===== src/rtl/spi_serializer_pkg.sv =====
// Shared definitions for the SPI transmit serializer: FSM state encoding,
// parameter defaults and the output-bit selection helper.
package spi_serializer_pkg;

    // Two-state transmit FSM: waiting for a word, or shifting a frame out.
    typedef enum logic {
        ST_IDLE  = 1'b0,
        ST_SHIFT = 1'b1
    } state_t;

    localparam int   DEFAULT_BUS_WIDTH  = 8;
    localparam logic DEFAULT_IDLE_LEVEL = 1'b0;

    // Picks the bit that sits at the output end of the shift register.
    function automatic logic select_out(input logic msb_first,
                                        input logic top_bit,
                                        input logic bottom_bit);
        logic result;
        if (msb_first) begin
            result = top_bit;
        end else begin
            result = bottom_bit;
        end
        return result;
    endfunction

endpackage


===== src/rtl/spi_serializer_if.sv =====
// Parallel handshake plus serial-side signals of the SPI transmit serializer.
// The master side supplies words and shift strobes; the slave side is the serializer.
interface spi_serializer_if
    import spi_serializer_pkg::*;
#(
    parameter int bus_width = DEFAULT_BUS_WIDTH
);
    logic [bus_width-1:0] p_data;
    logic                 p_valid;
    logic                 p_ready;
    logic                 enable;
    logic                 s_data;
    logic                 busy;
    logic                 done;

    modport master (
        output p_data, p_valid, enable,
        input  p_ready, s_data, busy, done
    );

    modport slave (
        input  p_data, p_valid, enable,
        output p_ready, s_data, busy, done
    );
endinterface


===== src/rtl/spi_tx_holdbuf.sv =====
// One-entry hold buffer for the SPI transmit serializer. A word offered while
// a frame is shifting is parked here and handed to the shift register on the
// last-bit strobe, so consecutive frames run with no gap bit.
module spi_tx_holdbuf
    import spi_serializer_pkg::*;
#(
    parameter int bus_width = DEFAULT_BUS_WIDTH
) (
    input  logic                 clk,
    input  logic                 rst,
    input  logic                 load,
    input  logic [bus_width-1:0] load_data,
    input  logic                 drain,
    output logic [bus_width-1:0] data,
    output logic                 full
);

    logic [bus_width-1:0] data_r;
    logic                 full_r;

    // Capture a word on load, release the full flag on drain; load wins because
    // the top never asks for both in one cycle (p_ready is low while full).
    always_ff @(posedge clk or posedge rst) begin
        if (rst) begin
            data_r <= {bus_width{1'b0}};
            full_r <= 1'b0;
        end else if (load) begin
            data_r <= load_data;
            full_r <= 1'b1;
        end else if (drain) begin
            full_r <= 1'b0;
        end
    end

    assign data = data_r;
    assign full = full_r;

endmodule


===== src/rtl/spi_serializer.sv =====
// SPI transmit serializer: accepts parallel words over valid/ready and shifts
// them out one bit per enable strobe. A one-entry hold buffer (or a direct
// bypass on the last-bit strobe) keeps consecutive frames contiguous.
module spi_serializer
    import spi_serializer_pkg::*;
#(
    parameter int   bus_width   = DEFAULT_BUS_WIDTH,
    parameter int   counter_reg = $clog2(bus_width),
    parameter int   MSB_FIRST   = 1,
    parameter logic IDLE_LEVEL  = DEFAULT_IDLE_LEVEL
) (
    input logic              clk,
    input logic              rst,
    spi_serializer_if.slave  bus
);

    localparam logic [counter_reg-1:0] LAST_COUNT = counter_reg'(bus_width - 1);
    localparam logic [counter_reg-1:0] ONE_COUNT  = counter_reg'(1);
    localparam logic                   MSB_SEL    = (MSB_FIRST != 0);

    state_t               state_r;
    logic [counter_reg-1:0] counter_r;
    logic [bus_width-1:0] sreg_r;
    logic                 done_r;

    logic [bus_width-1:0] hold_data_s;
    logic                 hold_full_s;
    logic                 accept_s;
    logic                 last_strobe_s;
    logic                 hold_load_s;
    logic                 hold_drain_s;
    logic [bus_width-1:0] shifted_s;
    logic                 s_data_s;

    spi_tx_holdbuf #(
        .bus_width (bus_width)
    ) u_holdbuf (
        .clk       (clk),
        .rst       (rst),
        .load      (hold_load_s),
        .load_data (bus.p_data),
        .drain     (hold_drain_s),
        .data      (hold_data_s),
        .full      (hold_full_s)
    );

    // Handshake and hold-buffer control; p_ready depends only on the hold flag.
    always_comb begin
        accept_s      = bus.p_valid & ~hold_full_s;
        last_strobe_s = (state_r == ST_SHIFT) & bus.enable & (counter_r == LAST_COUNT);
        hold_drain_s  = last_strobe_s & hold_full_s;
        hold_load_s   = (state_r == ST_SHIFT) & accept_s & ~last_strobe_s;
    end

    // Next shift-register value: move every bit one place toward the output end.
    always_comb begin
        if (MSB_SEL) begin
            shifted_s = {sreg_r[bus_width-2:0], 1'b0};
        end else begin
            shifted_s = {1'b0, sreg_r[bus_width-1:1]};
        end
    end

    // Transmit FSM with bit counter, shift register and the registered done pulse.
    always_ff @(posedge clk or posedge rst) begin
        if (rst) begin
            state_r   <= ST_IDLE;
            counter_r <= {counter_reg{1'b0}};
            sreg_r    <= {bus_width{1'b0}};
            done_r    <= 1'b0;
        end else begin
            done_r <= 1'b0;
            case (state_r)
                ST_IDLE: begin
                    // enable is deliberately ignored here
                    if (accept_s) begin
                        sreg_r    <= bus.p_data;
                        counter_r <= {counter_reg{1'b0}};
                        state_r   <= ST_SHIFT;
                    end
                end
                ST_SHIFT: begin
                    if (bus.enable) begin
                        if (counter_r == LAST_COUNT) begin
                            done_r    <= 1'b1;
                            counter_r <= {counter_reg{1'b0}};
                            if (hold_full_s) begin
                                sreg_r <= hold_data_s;
                            end else if (accept_s) begin
                                sreg_r <= bus.p_data;
                            end else begin
                                state_r <= ST_IDLE;
                            end
                        end else begin
                            sreg_r    <= shifted_s;
                            counter_r <= counter_r + ONE_COUNT;
                        end
                    end
                end
                default: begin
                    state_r   <= ST_IDLE;
                    counter_r <= {counter_reg{1'b0}};
                end
            endcase
        end
    end

    // Serial output decoded purely from flops; idle level outside a frame.
    always_comb begin
        if (state_r == ST_SHIFT) begin
            s_data_s = select_out(MSB_SEL, sreg_r[bus_width-1], sreg_r[0]);
        end else begin
            s_data_s = IDLE_LEVEL;
        end
    end

    assign bus.s_data  = s_data_s;
    assign bus.p_ready = ~hold_full_s;
    assign bus.busy    = (state_r == ST_SHIFT);
    assign bus.done    = done_r;

endmodule


===== src/flat_wrapper.sv =====
// flat-port wrapper written by rule: the top's interface ports become plain ports
module spi_serializer_flat import spi_serializer_pkg::*;
#(
    parameter int   bus_width   = DEFAULT_BUS_WIDTH,
    parameter int   counter_reg = $clog2(bus_width),
    parameter int   MSB_FIRST   = 1,
    parameter logic IDLE_LEVEL  = DEFAULT_IDLE_LEVEL
)
  (clk, rst, bus_p_data, bus_p_valid, bus_enable, bus_p_ready, bus_s_data, bus_busy, bus_done);
  spi_serializer_if #(.bus_width(bus_width)) bus_i ();
  input logic clk;
  input logic rst;
  input wire logic [$bits(bus_i.p_data)-1:0] bus_p_data;
  input wire logic [$bits(bus_i.p_valid)-1:0] bus_p_valid;
  input wire logic [$bits(bus_i.enable)-1:0] bus_enable;
  output wire logic [$bits(bus_i.p_ready)-1:0] bus_p_ready;
  output wire logic [$bits(bus_i.s_data)-1:0] bus_s_data;
  output wire logic [$bits(bus_i.busy)-1:0] bus_busy;
  output wire logic [$bits(bus_i.done)-1:0] bus_done;
  assign bus_i.p_data = bus_p_data;
  assign bus_i.p_valid = bus_p_valid;
  assign bus_i.enable = bus_enable;
  assign bus_p_ready = bus_i.p_ready;
  assign bus_s_data = bus_i.s_data;
  assign bus_busy = bus_i.busy;
  assign bus_done = bus_i.done;
  spi_serializer #(.bus_width(bus_width), .counter_reg(counter_reg), .MSB_FIRST(MSB_FIRST), .IDLE_LEVEL(IDLE_LEVEL)) u_core (.clk(clk), .rst(rst), .bus(bus_i));
endmodule

===== config.mk =====
export PLATFORM = sky130hd
export DESIGN_NAME = spi_serializer_flat
export DESIGN_NICKNAME = d
export VERILOG_FILES = /design/src/rtl/spi_serializer_pkg.sv /design/src/rtl/spi_serializer_if.sv /design/src/rtl/spi_tx_holdbuf.sv /design/src/rtl/spi_serializer.sv /design/src/flat_wrapper.sv
export SDC_FILE = /design/constraint.sdc
export NUM_CORES = 1
export LEC_CHECK = 0
export ABC_AREA = 1
export BUFFER_PORTS_ARGS = -buffer_cell sky130_fd_sc_hd__buf_2
export CELL_PAD_IN_SITES_DETAIL_PLACEMENT = 0
export CELL_PAD_IN_SITES_GLOBAL_PLACEMENT = 1
export CORE_MARGIN = 3
export CORE_UTILIZATION = 44
export CTS_CLUSTER_SIZE = 8
export DETAILED_ROUTE_END_ITERATION = 12
export GPL_TIMING_DRIVEN = 0
export PLACE_DENSITY_LB_ADDON = 0.1
export SYNTH_ARGS = -nofsm -noshare
export SYNTH_HDL_FRONTEND = slang
export SYNTH_HIERARCHICAL = 1
export SYNTH_SLANG_ARGS = --single-unit

===== constraint.sdc =====
create_clock -name clk -period 3.8 [get_ports clk]
set_input_delay 0.76 -clock clk [delete_from_list [all_inputs] [get_ports clk]]
set_output_delay 0.76 -clock clk [all_outputs]
set_load 0.02 [all_outputs]

==> run summary, run 1 <==
YOSYS
-------------------------------------------------------------------------------------------
Total number of yosys warnings                                                            6
Post-synthesis net count                                                                208
Flops & latches, synth                                                                   22
Distinct cell type count of the synthesized netlist                                      20
Synthesized area divided by synthesized cell count                                6.998 um2
Post-Synthesis Cell Area                                                       0.001358 mm2
Share of synthesized registers carrying an async set or reset                         1.000
Sequential share of the synthesized area                                             0.4055
Gate Count Post-Synth                                                                   194
EDFF count, synth                                                                         0
Post-synth top flop                                                            sky130_fd_sc_hd__dfrtp_1

CLOCK NETWORK
-------------------------------------------------------------------------------------------
Number of buffers on the longest clock path                                               2
Clk pin slew, worst setup/hold paths                                                0.12 ns
Number of gates resized after cts                                                         0
Clock sink count                                                                         22
Root buffer cell                                                               sky130_fd_sc_hd__clkbuf_4
Worst skew pair latency                                                             0.30 ns
CTS tree                                                                               done
Cts-stage hold buffer count                                                               0
Num CTS Buffers                                                                           3
Max H-tree Level                                                                          1
Post-CTS setup buffer count                                                               0

CRITICAL PATH
-------------------------------------------------------------------------------------------
Endpoint kind of the worst setup timing path                                    output port
Kind of critical path                                                          flip-flop to output port
Worst endpoint required time                                                        3.04 ns
Largest driver fanout on the critical path                                               10
Setup crit start kind                                                             flip-flop
Arrival time reported for the critical path endpoint                                1.36 ns
Startpoint of the lowest-slack register-to-register path                       u_core/counter_r[0]
Launch point of the critical path                                              u_core/u_holdbuf/full

PLACED DESIGN
-------------------------------------------------------------------------------------------
# placed instances                                                                      240
Input/output buffers                                                                     15
Final HPWL from detailed placement                                                  2354 um
Weighted congestion at the end of routability-driven global placement                0.8386
Post-place instance area                                                       0.001471 mm2

TIMING
-------------------------------------------------------------------------------------------
Ratio of final minimum period to clock period                                        0.5573
Final Hold Vio Count                                                                      0
Max-slew headroom                                                                    0.6537
Slew @ Worst Pin                                                                  0.5189 ns
Total negative slack for setup checks                                                  0 ns
Time the worst path needs with I/O delays and setup                                2.118 ns
Number of pins with negative max-slew slack in the final report                           0
Maximum clock rate                                                                472.2 MHz
Setup violation total in the final timing report                                          0
Hold_ws                                                                           0.3880 ns
Setup skew after layout                                                         0.005616 ns
Setup repair after global routing missed its margin                                      no

FINISH
-------------------------------------------------------------------------------------------
Sequential cell area                                                              550.5 um2
Layout net count                                                                        228
Cell area after layout                                                         0.001508 mm2
Layout cell share with drive strength beyond 1                                       0.1596
Inserted Diodes                                                                           0
Synth-to-Final Area Change                                                           11.06%
Layout filler cell count                                                                298
Final instance count without filler cells                                               244
Multi-input gate area in the final layout                                         623.1 um2
Final design utilization                                                             0.5285

STATUS
-------------------------------------------------------------------------------------------
Result of the run                                                                 completed

FLOORPLANNING
-------------------------------------------------------------------------------------------
Area of the placeable core                                                     0.002853 mm2
Standard-cell row count                                                                  19
Boundary Pins                                                                            16
Die footprint                                                                  0.003788 mm2
Initial Util                                                                         0.4759
Die width                                                                          61.55 um
Y dimension of the die                                                             61.55 um

GLOBAL ROUTING
-------------------------------------------------------------------------------------------
Leftover overflow at the end of global routing                                            0
Number of antenna violations at the first check in global routing                         0
Wire length of the first global-routing pass                                        4940 um
Total global routing track utilization                                               0.1767
Vias in the first global route                                                        1,042
Largest net degree at the start of global routing                                        14

ROUTING
-------------------------------------------------------------------------------------------
DRC violation count after routing                                                         0
Number of design-rule violations left by the first detailed-router iteration             53
Final Routed Wirelength                                                             3038 um
Routed wire per std cell                                                           12.45 um
Detailed-router iteration count before antenna repair                                     4
Count of vias placed by the detailed router                                           1,225
Vias per std cell                                                                     5.020
Post-DRT Antenna Nets                                                                     0

MIN PATH
-------------------------------------------------------------------------------------------
Worst hold path type                                                           primary input to async pin

POWER
-------------------------------------------------------------------------------------------
P per Cell Area                                                                604.4 mW/mm2
Leakage                                                                           0.8616 nW
Peak VDD IR                                                                        243.0 uV

FLOW RUN
-------------------------------------------------------------------------------------------
Max-capacitance violation count                                                           0

[layout by cell type, fill, tap and decap left out]
cell type | netlist | layout
sky130_fd_sc_hd__a21oi_1 | 20 | 20
sky130_fd_sc_hd__buf_2 | 1 | 16
sky130_fd_sc_hd__buf_4 | 1 | 1
sky130_fd_sc_hd__buf_6 | 3 | 3
sky130_fd_sc_hd__buf_8 | 2 | 2
sky130_fd_sc_hd__clkbuf_1 | 1 | 1
sky130_fd_sc_hd__clkbuf_4 | 0 | 3
sky130_fd_sc_hd__clkbuf_8 | 0 | 1
sky130_fd_sc_hd__dfrtp_1 | 22 | 22
sky130_fd_sc_hd__ha_1 | 2 | 2
sky130_fd_sc_hd__inv_1 | 25 | 25
sky130_fd_sc_hd__inv_2 | 1 | 1
sky130_fd_sc_hd__inv_4 | 1 | 1
sky130_fd_sc_hd__nand2_1 | 72 | 72
sky130_fd_sc_hd__nand2_2 | 1 | 1
sky130_fd_sc_hd__nand2_4 | 1 | 1
sky130_fd_sc_hd__nand3_1 | 20 | 20
sky130_fd_sc_hd__nand3_2 | 3 | 3
sky130_fd_sc_hd__nor2_1 | 11 | 11
sky130_fd_sc_hd__o211ai_1 | 1 | 1
sky130_fd_sc_hd__o21ai_0 | 5 | 5
sky130_fd_sc_hd__or2_2 | 1 | 1
[Yosys cell counts, types with 2 or more instances]
| cell type | n | area, um2 |
|---|---|---|
| sky130_fd_sc_hd__nand3_1 | 20 | 100.1 |
| sky130_fd_sc_hd__buf_8 | 2 | 30.03 |
| sky130_fd_sc_hd__ha_1 | 2 | 25.02 |
| sky130_fd_sc_hd__nor2_1 | 11 | 41.29 |
| sky130_fd_sc_hd__nand2_1 | 72 | 270.3 |
| sky130_fd_sc_hd__buf_6 | 3 | 33.78 |
| sky130_fd_sc_hd__nand3_2 | 3 | 30.03 |
| sky130_fd_sc_hd__o21ai_0 | 5 | 25.02 |
| sky130_fd_sc_hd__inv_1 | 25 | 93.84 |
| sky130_fd_sc_hd__dfrtp_1 | 22 | 550.5 |
| sky130_fd_sc_hd__a21oi_1 | 20 | 100.1 |
[cell families after synthesis]
kind of cell               count (synthesis)  share of synthesized area
and+or+nand+nor                          109                     0.3429
DFF                                       22                     0.4055
adders and majority gates                  2                    0.01843
buffers and inverters                     35                     0.1355
AOI/OAI and AO/OA                         26                    0.09770
[cell type report]
type | count | area share
multi-input cells | 137 | 0.4133
flip-flops and latches | 22 | 0.3651
inverters | 27 | 0.06888
plain buffers | 8 | 0.05311
repair buffers | 15 | 0.04979
well taps | 31 | 0.02573
clock buffers | 4 | 0.02407
[stage by stage]
step	setup slack, ns	power [mW]
3_5_place_dp	2.026	0.7901
5_1_grt	1.592	1.005
6_report	1.682	0.9113
4_1_cts	1.664	0.9206
3_3_place_gp	2.035	0.7761
2_1_floorplan	2.219	0.6916
[path summary, 6_finish.rpt]
kind / cells past startpoint / endpoint / slack, ns
setup / recovery: 5 / bus_p_ready / 1.68
hold / removal: 2 / u_core/u_holdbuf/full / 0.39
setup reg to reg: 7 / u_core/sreg_r[3] / 2.00
hold reg to reg: 2 / u_core/u_holdbuf/data[4] / 0.50
max in group asynchronous: 2 / u_core/sreg_r[5] / 2.98
min in group clk: 2 / u_core/u_holdbuf/data[4] / 0.50
[layer usage]
layer	up-vias	track usage	part of all wire
li1	645	-	-
met1	556	0.2675	0.51
met2	22	0.2556	0.44
met3	2	0.02725	0.047
met4	0	0.05455	0.0053
met5	-	0	0
[power by group]
| part | internal [mW] | switching [mW] | leakage [nW] | total (mW) |
|---|---|---|---|---|
| Sequential | 0.321 | 0.0507 | 0.276 | 0.372 |
| Clock | 0.0584 | 0.0684 | 0.0210 | 0.127 |
| Combinational | 0.162 | 0.251 | 0.565 | 0.413 |
[flip-flops by register name, summed over array words and instances (netlist names)]
name / cells
u_core/bus.busy: 1
u_core/bus.done: 1
u_core/counter_r: 3
u_core/sreg_r: 8
u_core/u_holdbuf/data: 8
u_core/u_holdbuf/full: 1
[worst max-delay path, cell delays in order, from the launching register on]
cell and delay [ns]:
sky130_fd_sc_hd__dfrtp_1 0.42, sky130_fd_sc_hd__buf_6 0.15, sky130_fd_sc_hd__inv_4 0.07, sky130_fd_sc_hd__buf_8 0.12, sky130_fd_sc_hd__buf_8 0.13, sky130_fd_sc_hd__buf_2 0.16
(Power assumes the default switching activity.)
==> run 2: changes to the inputs <==
--- a/config.mk
+++ b/config.mk
@@ -5,7 +5,7 @@
 export SDC_FILE = /design/constraint.sdc
 export NUM_CORES = 1
 export LEC_CHECK = 0
-export ABC_AREA = 1
+export ABC_AREA = 0
 export BUFFER_PORTS_ARGS = -buffer_cell sky130_fd_sc_hd__buf_2
 export CELL_PAD_IN_SITES_DETAIL_PLACEMENT = 0
 export CELL_PAD_IN_SITES_GLOBAL_PLACEMENT = 1
==> constraint.sdc (replaced) <==
create_clock -name clk -period 2.1 [get_ports clk]
set_input_delay 0.42 -clock clk [delete_from_list [all_inputs] [get_ports clk]]
set_output_delay 0.42 -clock clk [all_outputs]
set_load 0.02 [all_outputs]
==> run summary, run 2 <==
STATUS
-------------------------------------------------------------------------------------------
Result of the run                                                                 completed

FINISH
-------------------------------------------------------------------------------------------
Commonest non-fill, non-tap cells in the layout                                22 x sky130_fd_sc_hd__dfrtp_1, 16 x sky130_fd_sc_hd__buf_2, 11 x sky130_fd_sc_hd__nand2_1
Inserted Diodes                                                                           0
Most common library cell in the layout ignoring fill and taps                  sky130_fd_sc_hd__dfrtp_1
Layout net count                                                                        157
Synth-to-Final Area Change                                                           10.44%
Layout cell share with drive strength beyond 1                                       0.2908
Final design utilization                                                             0.5187
Cell area after layout                                                         0.001443 mm2

PLACED DESIGN
-------------------------------------------------------------------------------------------
Post-place instance area                                                       0.001420 mm2
Input/output buffers                                                                     15
Final HPWL from detailed placement                                                  2131 um
Weighted congestion at the end of routability-driven global placement                0.7474

GLOBAL ROUTING
-------------------------------------------------------------------------------------------
Vias in the first global route                                                        1,029
Largest net degree at the start of global routing                                        14
Leftover overflow at the end of global routing                                            0
Number of antenna violations at the first check in global routing                         0
Total global routing track utilization                                               0.1943
Wire length of the first global-routing pass                                        5085 um

FLOORPLANNING
-------------------------------------------------------------------------------------------
Boundary Pins                                                                            16
Die footprint                                                                  0.003658 mm2
Initial Util                                                                         0.4696
Y dimension of the die                                                             60.49 um
Die width                                                                          60.49 um
Area of the placeable core                                                     0.002781 mm2
Standard-cell row count                                                                  19

ROUTING
-------------------------------------------------------------------------------------------
Number of design-rule violations left by the first detailed-router iteration             32
Routed wire per std cell                                                           17.56 um
Final Routed Wirelength                                                             3020 um
Count of vias placed by the detailed router                                             965
Detailed-router iteration count before antenna repair                                     4
Vias per std cell                                                                     5.610
DRC violation count after routing                                                         0
Post-DRT Antenna Nets                                                                     0

YOSYS
-------------------------------------------------------------------------------------------
Synthesized area divided by synthesized cell count                                10.62 um2
Fraction of post-synthesis cell area in the top cell type by area                    0.4215
Post-Synthesis Cell Area                                                       0.001306 mm2
Gate Count Post-Synth                                                                   123
Share of synthesized registers carrying an async set or reset                         1.000
Cell taking the most area after synthesis                                      sky130_fd_sc_hd__dfrtp_1
Total number of yosys warnings                                                            6
Post-synthesis net count                                                                137
Sequential share of the synthesized area                                             0.4215
EDFF count, synth                                                                         0
Distinct cell type count of the synthesized netlist                                      31
Post-synth top flop                                                            sky130_fd_sc_hd__dfrtp_1
Most common cell in the netlist                                                sky130_fd_sc_hd__dfrtp_1
Ranking of synthesized cells by area                                           sky130_fd_sc_hd__dfrtp_1 42%, sky130_fd_sc_hd__mux2_4 10%, sky130_fd_sc_hd__o221ai_1 5.4%, sky130_fd_sc_hd__o21ai_0 3.4%, sky130_fd_sc_hd__a211oi_1 3.4%
Top cell types by occurrence after synthesis                                   22 x sky130_fd_sc_hd__dfrtp_1, 11 x sky130_fd_sc_hd__nand2_1, 9 x sky130_fd_sc_hd__inv_1, 9 x sky130_fd_sc_hd__mux2_4, 9 x sky130_fd_sc_hd__o21ai_0
Flops & latches, synth                                                                   22

TIMING
-------------------------------------------------------------------------------------------
Hold_ws                                                                           0.1037 ns
Setup violation total in the final timing report                                          0
Total negative slack for setup checks                                                  0 ns
Final Hold Vio Count                                                                      0
Maximum clock rate                                                                557.8 MHz
Setup repair after global routing missed its margin                                      no
Slew @ Worst Pin                                                                  0.5585 ns
Time the worst path needs with I/O delays and setup                                1.793 ns
Number of pins with negative max-slew slack in the final report                           0
Max-slew headroom                                                                    0.6273
Setup skew after layout                                                         0.001864 ns
Ratio of final minimum period to clock period                                        0.8538

CRITICAL PATH
-------------------------------------------------------------------------------------------
R2r setup slk                                                                       0.32 ns
Chain of cells forming the critical path                                       buf_2 -> buf_4 -> and2_1 -> buf_2
Capture instance of the worst register-to-register path                        u_core/u_holdbuf/data[4]
Kind of critical path                                                          flip-flop to output port
Slowest-stage cell, CP                                                         sky130_fd_sc_hd__dfrtp_1
Largest driver fanout on the critical path                                               10
Most numerous cell on the critical path                                        sky130_fd_sc_hd__buf_2
Logic depth of the worst register-to-register path                                        6
Worst endpoint required time                                                        1.68 ns
Setup crit start kind                                                             flip-flop
Endpoint kind of the worst setup timing path                                    output port
Arrival time reported for the critical path endpoint                                1.37 ns
Critical path capture point                                                      bus_s_data
Launch point of the critical path                                              u_core/bus.busy
Largest stage delay on the critical path                                            0.39 ns
Startpoint of the lowest-slack register-to-register path                       u_core/counter_r[0]

CLOCK NETWORK
-------------------------------------------------------------------------------------------
Cts-stage hold buffer count                                                               0
Post-CTS setup buffer count                                                               0
Number of gates resized after cts                                                         0
Clock sink count                                                                         22
Root buffer cell                                                               sky130_fd_sc_hd__clkbuf_4
CTS tree                                                                               done
Worst skew pair latency                                                             0.30 ns
Num CTS Buffers                                                                           3
Max H-tree Level                                                                          1
Clk pin slew, worst setup/hold paths                                                0.12 ns
Number of buffers on the longest clock path                                               2

POWER
-------------------------------------------------------------------------------------------
Leakage                                                                           0.6793 nW
Peak VDD IR                                                                        826.6 uV
P per Cell Area                                                                 1218 mW/mm2

MIN PATH
-------------------------------------------------------------------------------------------
Worst hold path type                                                           primary input to async pin

FLOW RUN
-------------------------------------------------------------------------------------------
Max-capacitance violation count                                                           0

## run 2: changes by cell type after synthesis, moves of 8 or more
cell / before / now
sky130_fd_sc_hd__nand3_1: 20 / 5
sky130_fd_sc_hd__mux2_4: 0 / 9
sky130_fd_sc_hd__nand2_1: 72 / 11
sky130_fd_sc_hd__a21oi_1: 20 / 0
sky130_fd_sc_hd__nor2_1: 11 / 2
sky130_fd_sc_hd__inv_1: 25 / 9
sky130_fd_sc_hd__o221ai_1: 0 / 8
## run 2: routing by layer
metal	global-route usage	part of all wire	vias up
li1	-	-	479
met1	0.2754	0.48	466
met2	0.3071	0.49	18
met3	0.01915	0.027	2
met4	0.07430	0.0063	0
met5	0	0	-
## run 2: how the worst min path moves through the flow
stage	depth (start not counted)	slack (ns)	from	to
global route	2	0.09	rst	u_core/u_holdbuf/full
global placement	2	0.43	rst	u_core/u_holdbuf/full
finish	2	0.10	rst	u_core/u_holdbuf/full
floorplan	1	0.25	rst	u_core/u_holdbuf/data[0]
CTS	2	0.09	rst	u_core/u_holdbuf/full
detailed placement	2	0.44	rst	u_core/u_holdbuf/full
## run 2: where the power goes
part	internal, mW	switching (mW)
Clock	0.0670	0.127
Combinational	0.441	0.380
Sequential	0.613	0.129
## run 2: cell type report
type | instances | area [um2]
fillers | 264 | 1339
multi-input cells | 82 | 653.1
flip-flops and latches | 22 | 550.5
repair buffers | 15 | 75.07
plain buffers | 10 | 68.82
well taps | 31 | 38.79
inverters | 9 | 33.78
clock buffers | 3 | 22.52
## run 2: cell families after synthesis
group | share of synthesized area
buffers and inverters | 0.07853
AOI/OAI and AO/OA | 0.1485
and+or+nand+nor | 0.1791
adders and majority gates | 0.01915
DFF | 0.4215
muxes | 0.1533
## run 2: per-stage QoR
step	setup WS [ns]	power, mW	std cells
global route	0.2005	1.904	172
finish	0.3071	1.757	172
CTS	0.2800	1.776	172
detailed placement	0.2233	1.572	169
floorplan	0.4716	1.367	123
global placement	0.2329	1.542	169
## run 2: worst max-delay path: cells and delay by family, from the launching register on
kind                   cells  cell delay, ns
buffers and inverters      3            0.52
DFF                        1            0.39
and+or+nand+nor            1            0.17
==> run 3: changes to the inputs <==
--- a/config.mk
+++ b/config.mk
@@ -14,7 +14,7 @@
 export CTS_CLUSTER_SIZE = 8
 export DETAILED_ROUTE_END_ITERATION = 12
 export GPL_TIMING_DRIVEN = 0
-export PLACE_DENSITY_LB_ADDON = 0.1
+export PLACE_DENSITY = 0.78
 export SYNTH_ARGS = -nofsm -noshare
 export SYNTH_HDL_FRONTEND = slang
 export SYNTH_HIERARCHICAL = 1
==> run summary, run 3 (synthesis gave the netlist of run 2 again) <==
PLACED DESIGN
-------------------------------------------------------------------------------------------
# placed instances                                                                      169
Final HPWL from detailed placement                                                  2037 um
Weighted congestion at the end of routability-driven global placement                0.7370
Post-place instance area                                                       0.001420 mm2
Input/output buffers                                                                     15

CLOCK NETWORK
-------------------------------------------------------------------------------------------
Num CTS Buffers                                                                           3
Worst skew pair latency                                                             0.31 ns
Post-CTS setup buffer count                                                               0
Clk pin slew, worst setup/hold paths                                                0.12 ns
Root buffer cell                                                               sky130_fd_sc_hd__clkbuf_4
Number of buffers on the longest clock path                                               2
Cts-stage hold buffer count                                                               0
Number of gates resized after cts                                                         0
Max H-tree Level                                                                          1
Clock sink count                                                                         22
CTS tree                                                                               done

CRITICAL PATH
-------------------------------------------------------------------------------------------
Startpoint of the lowest-slack register-to-register path                       u_core/counter_r[0]
Setup crit start kind                                                             flip-flop
Launch point of the critical path                                              u_core/bus.busy
Largest driver fanout on the critical path                                               10
Kind of critical path                                                          flip-flop to output port
Endpoint kind of the worst setup timing path                                    output port
Worst endpoint required time                                                        1.68 ns
Arrival time reported for the critical path endpoint                                1.36 ns

TIMING
-------------------------------------------------------------------------------------------
Slew @ Worst Pin                                                                  0.5558 ns
Setup repair after global routing missed its margin                                      no
Setup violation total in the final timing report                                          0
Ratio of final minimum period to clock period                                        0.8489
Number of pins with negative max-slew slack in the final report                           0
Setup skew after layout                                                         0.002792 ns
Hold_ws                                                                          0.07023 ns
Final Hold Vio Count                                                                      0
Time the worst path needs with I/O delays and setup                                1.783 ns
Max-slew headroom                                                                    0.6290
Total negative slack for setup checks                                                  0 ns
Maximum clock rate                                                                560.9 MHz

FINISH
-------------------------------------------------------------------------------------------
Final instance count without filler cells                                               173
Cell area after layout                                                         0.001456 mm2
Commonest non-fill, non-tap cells in the layout                                22 x sky130_fd_sc_hd__dfrtp_1, 16 x sky130_fd_sc_hd__buf_2, 11 x sky130_fd_sc_hd__nand2_1
Layout net count                                                                        157
Layout cell share with drive strength beyond 1                                       0.2958
Layout filler cell count                                                                259
Inserted Diodes                                                                           0
Most common library cell in the layout ignoring fill and taps                  sky130_fd_sc_hd__dfrtp_1
Synth-to-Final Area Change                                                           11.49%

GLOBAL ROUTING
-------------------------------------------------------------------------------------------
Vias in the first global route                                                          949
Leftover overflow at the end of global routing                                            0
Wire length of the first global-routing pass                                        4740 um
Largest net degree at the start of global routing                                        14
Number of antenna violations at the first check in global routing                         0
Total global routing track utilization                                               0.1749

POWER
-------------------------------------------------------------------------------------------
Peak VDD IR                                                                        656.0 uV
P per Cell Area                                                                 1233 mW/mm2
Total chip power                                                                   1.796 mW
Leakage                                                                           0.6865 nW

ROUTING
-------------------------------------------------------------------------------------------
Detailed-router iteration count before antenna repair                                     4
Count of vias placed by the detailed router                                             974
Vias per std cell                                                                     5.630
Number of design-rule violations left by the first detailed-router iteration             32
Final Routed Wirelength                                                             2892 um
Routed wire per std cell                                                           16.72 um
DRC violation count after routing                                                         0
Post-DRT Antenna Nets                                                                     0

MIN PATH
-------------------------------------------------------------------------------------------
Worst hold path type                                                           primary input to async pin

STATUS
-------------------------------------------------------------------------------------------
Result of the run                                                                 completed

FLOORPLANNING
-------------------------------------------------------------------------------------------
Boundary Pins                                                                            16
Standard-cell row count                                                                  19
Initial Util                                                                         0.4696
Die footprint                                                                  0.003658 mm2
Area of the placeable core                                                     0.002781 mm2
Y dimension of the die                                                             60.49 um
Die width                                                                          60.49 um

FLOW RUN
-------------------------------------------------------------------------------------------
Max-capacitance violation count                                                           0

==> run 3: cell types whose count changed in the layout (fill, tap and decap cells not counted) <==
cell and change:
sky130_fd_sc_hd__clkbuf_8 +1
==> run 3: worst max-delay path, stage by stage (launching register included) <==
cell and delay [ns]:
sky130_fd_sc_hd__dfrtp_1 0.39, sky130_fd_sc_hd__buf_2 0.17, sky130_fd_sc_hd__buf_4 0.18, sky130_fd_sc_hd__and2_1 0.16, sky130_fd_sc_hd__buf_2 0.15
==> run 3: per-layer routing <==
layer | part of all wire | GRT usage | up-vias
li1 | - | - | 480
met1 | 0.47 | 0.2537 | 463
met2 | 0.46 | 0.2685 | 27
met3 | 0.058 | 0.04043 | 4
met4 | 0.0086 | 0.03715 | 0
met5 | 0 | 0 | -
==> run 3: area by class of cell <==
type / instances / area, um2 / area share
plain buffers: 10 / 68.82 / 0.04725
inverters: 9 / 33.78 / 0.02320
flip-flops and latches: 22 / 550.5 / 0.3780
repair buffers: 15 / 75.07 / 0.05155
well taps: 31 / 38.79 / 0.02663
clock buffers: 4 / 36.28 / 0.02491
multi-input cells: 82 / 653.1 / 0.4485
==> run 3: worst paths after layout <==
kind	to	slack (ns)	depth (start not counted)
worst max-delay path	bus_s_data	0.32	4
worst min-delay path	u_core/u_holdbuf/data[4]	0.07	2
worst max register to register	u_core/u_holdbuf/data[3]	0.34	6
worst min register to register	u_core/counter_r[2]	0.52	2
max in group asynchronous	u_core/sreg_r[0]	1.59	2
min in group clk	u_core/u_holdbuf/data[0]	0.35	2
==> run 3: where the power goes <==
| part | switching, mW | leakage, nW | total (mW) | internal (mW) |
|---|---|---|---|---|
| Combinational | 0.380 | 0.395 | 0.822 | 0.441 |
| Sequential | 0.125 | 0.270 | 0.738 | 0.613 |
| Clock | 0.131 | 0.0210 | 0.237 | 0.106 |
==> run 3: per-stage QoR <==
step | setup slack (ns) | utilization
2_1_floorplan | 0.4716 | -
3_3_place_gp | 0.2323 | 0.5106
3_5_place_dp | 0.2226 | 0.5106
4_1_cts | 0.3099 | 0.5236
5_1_grt | 0.2383 | 0.5236
6_report | 0.3172 | 0.5236
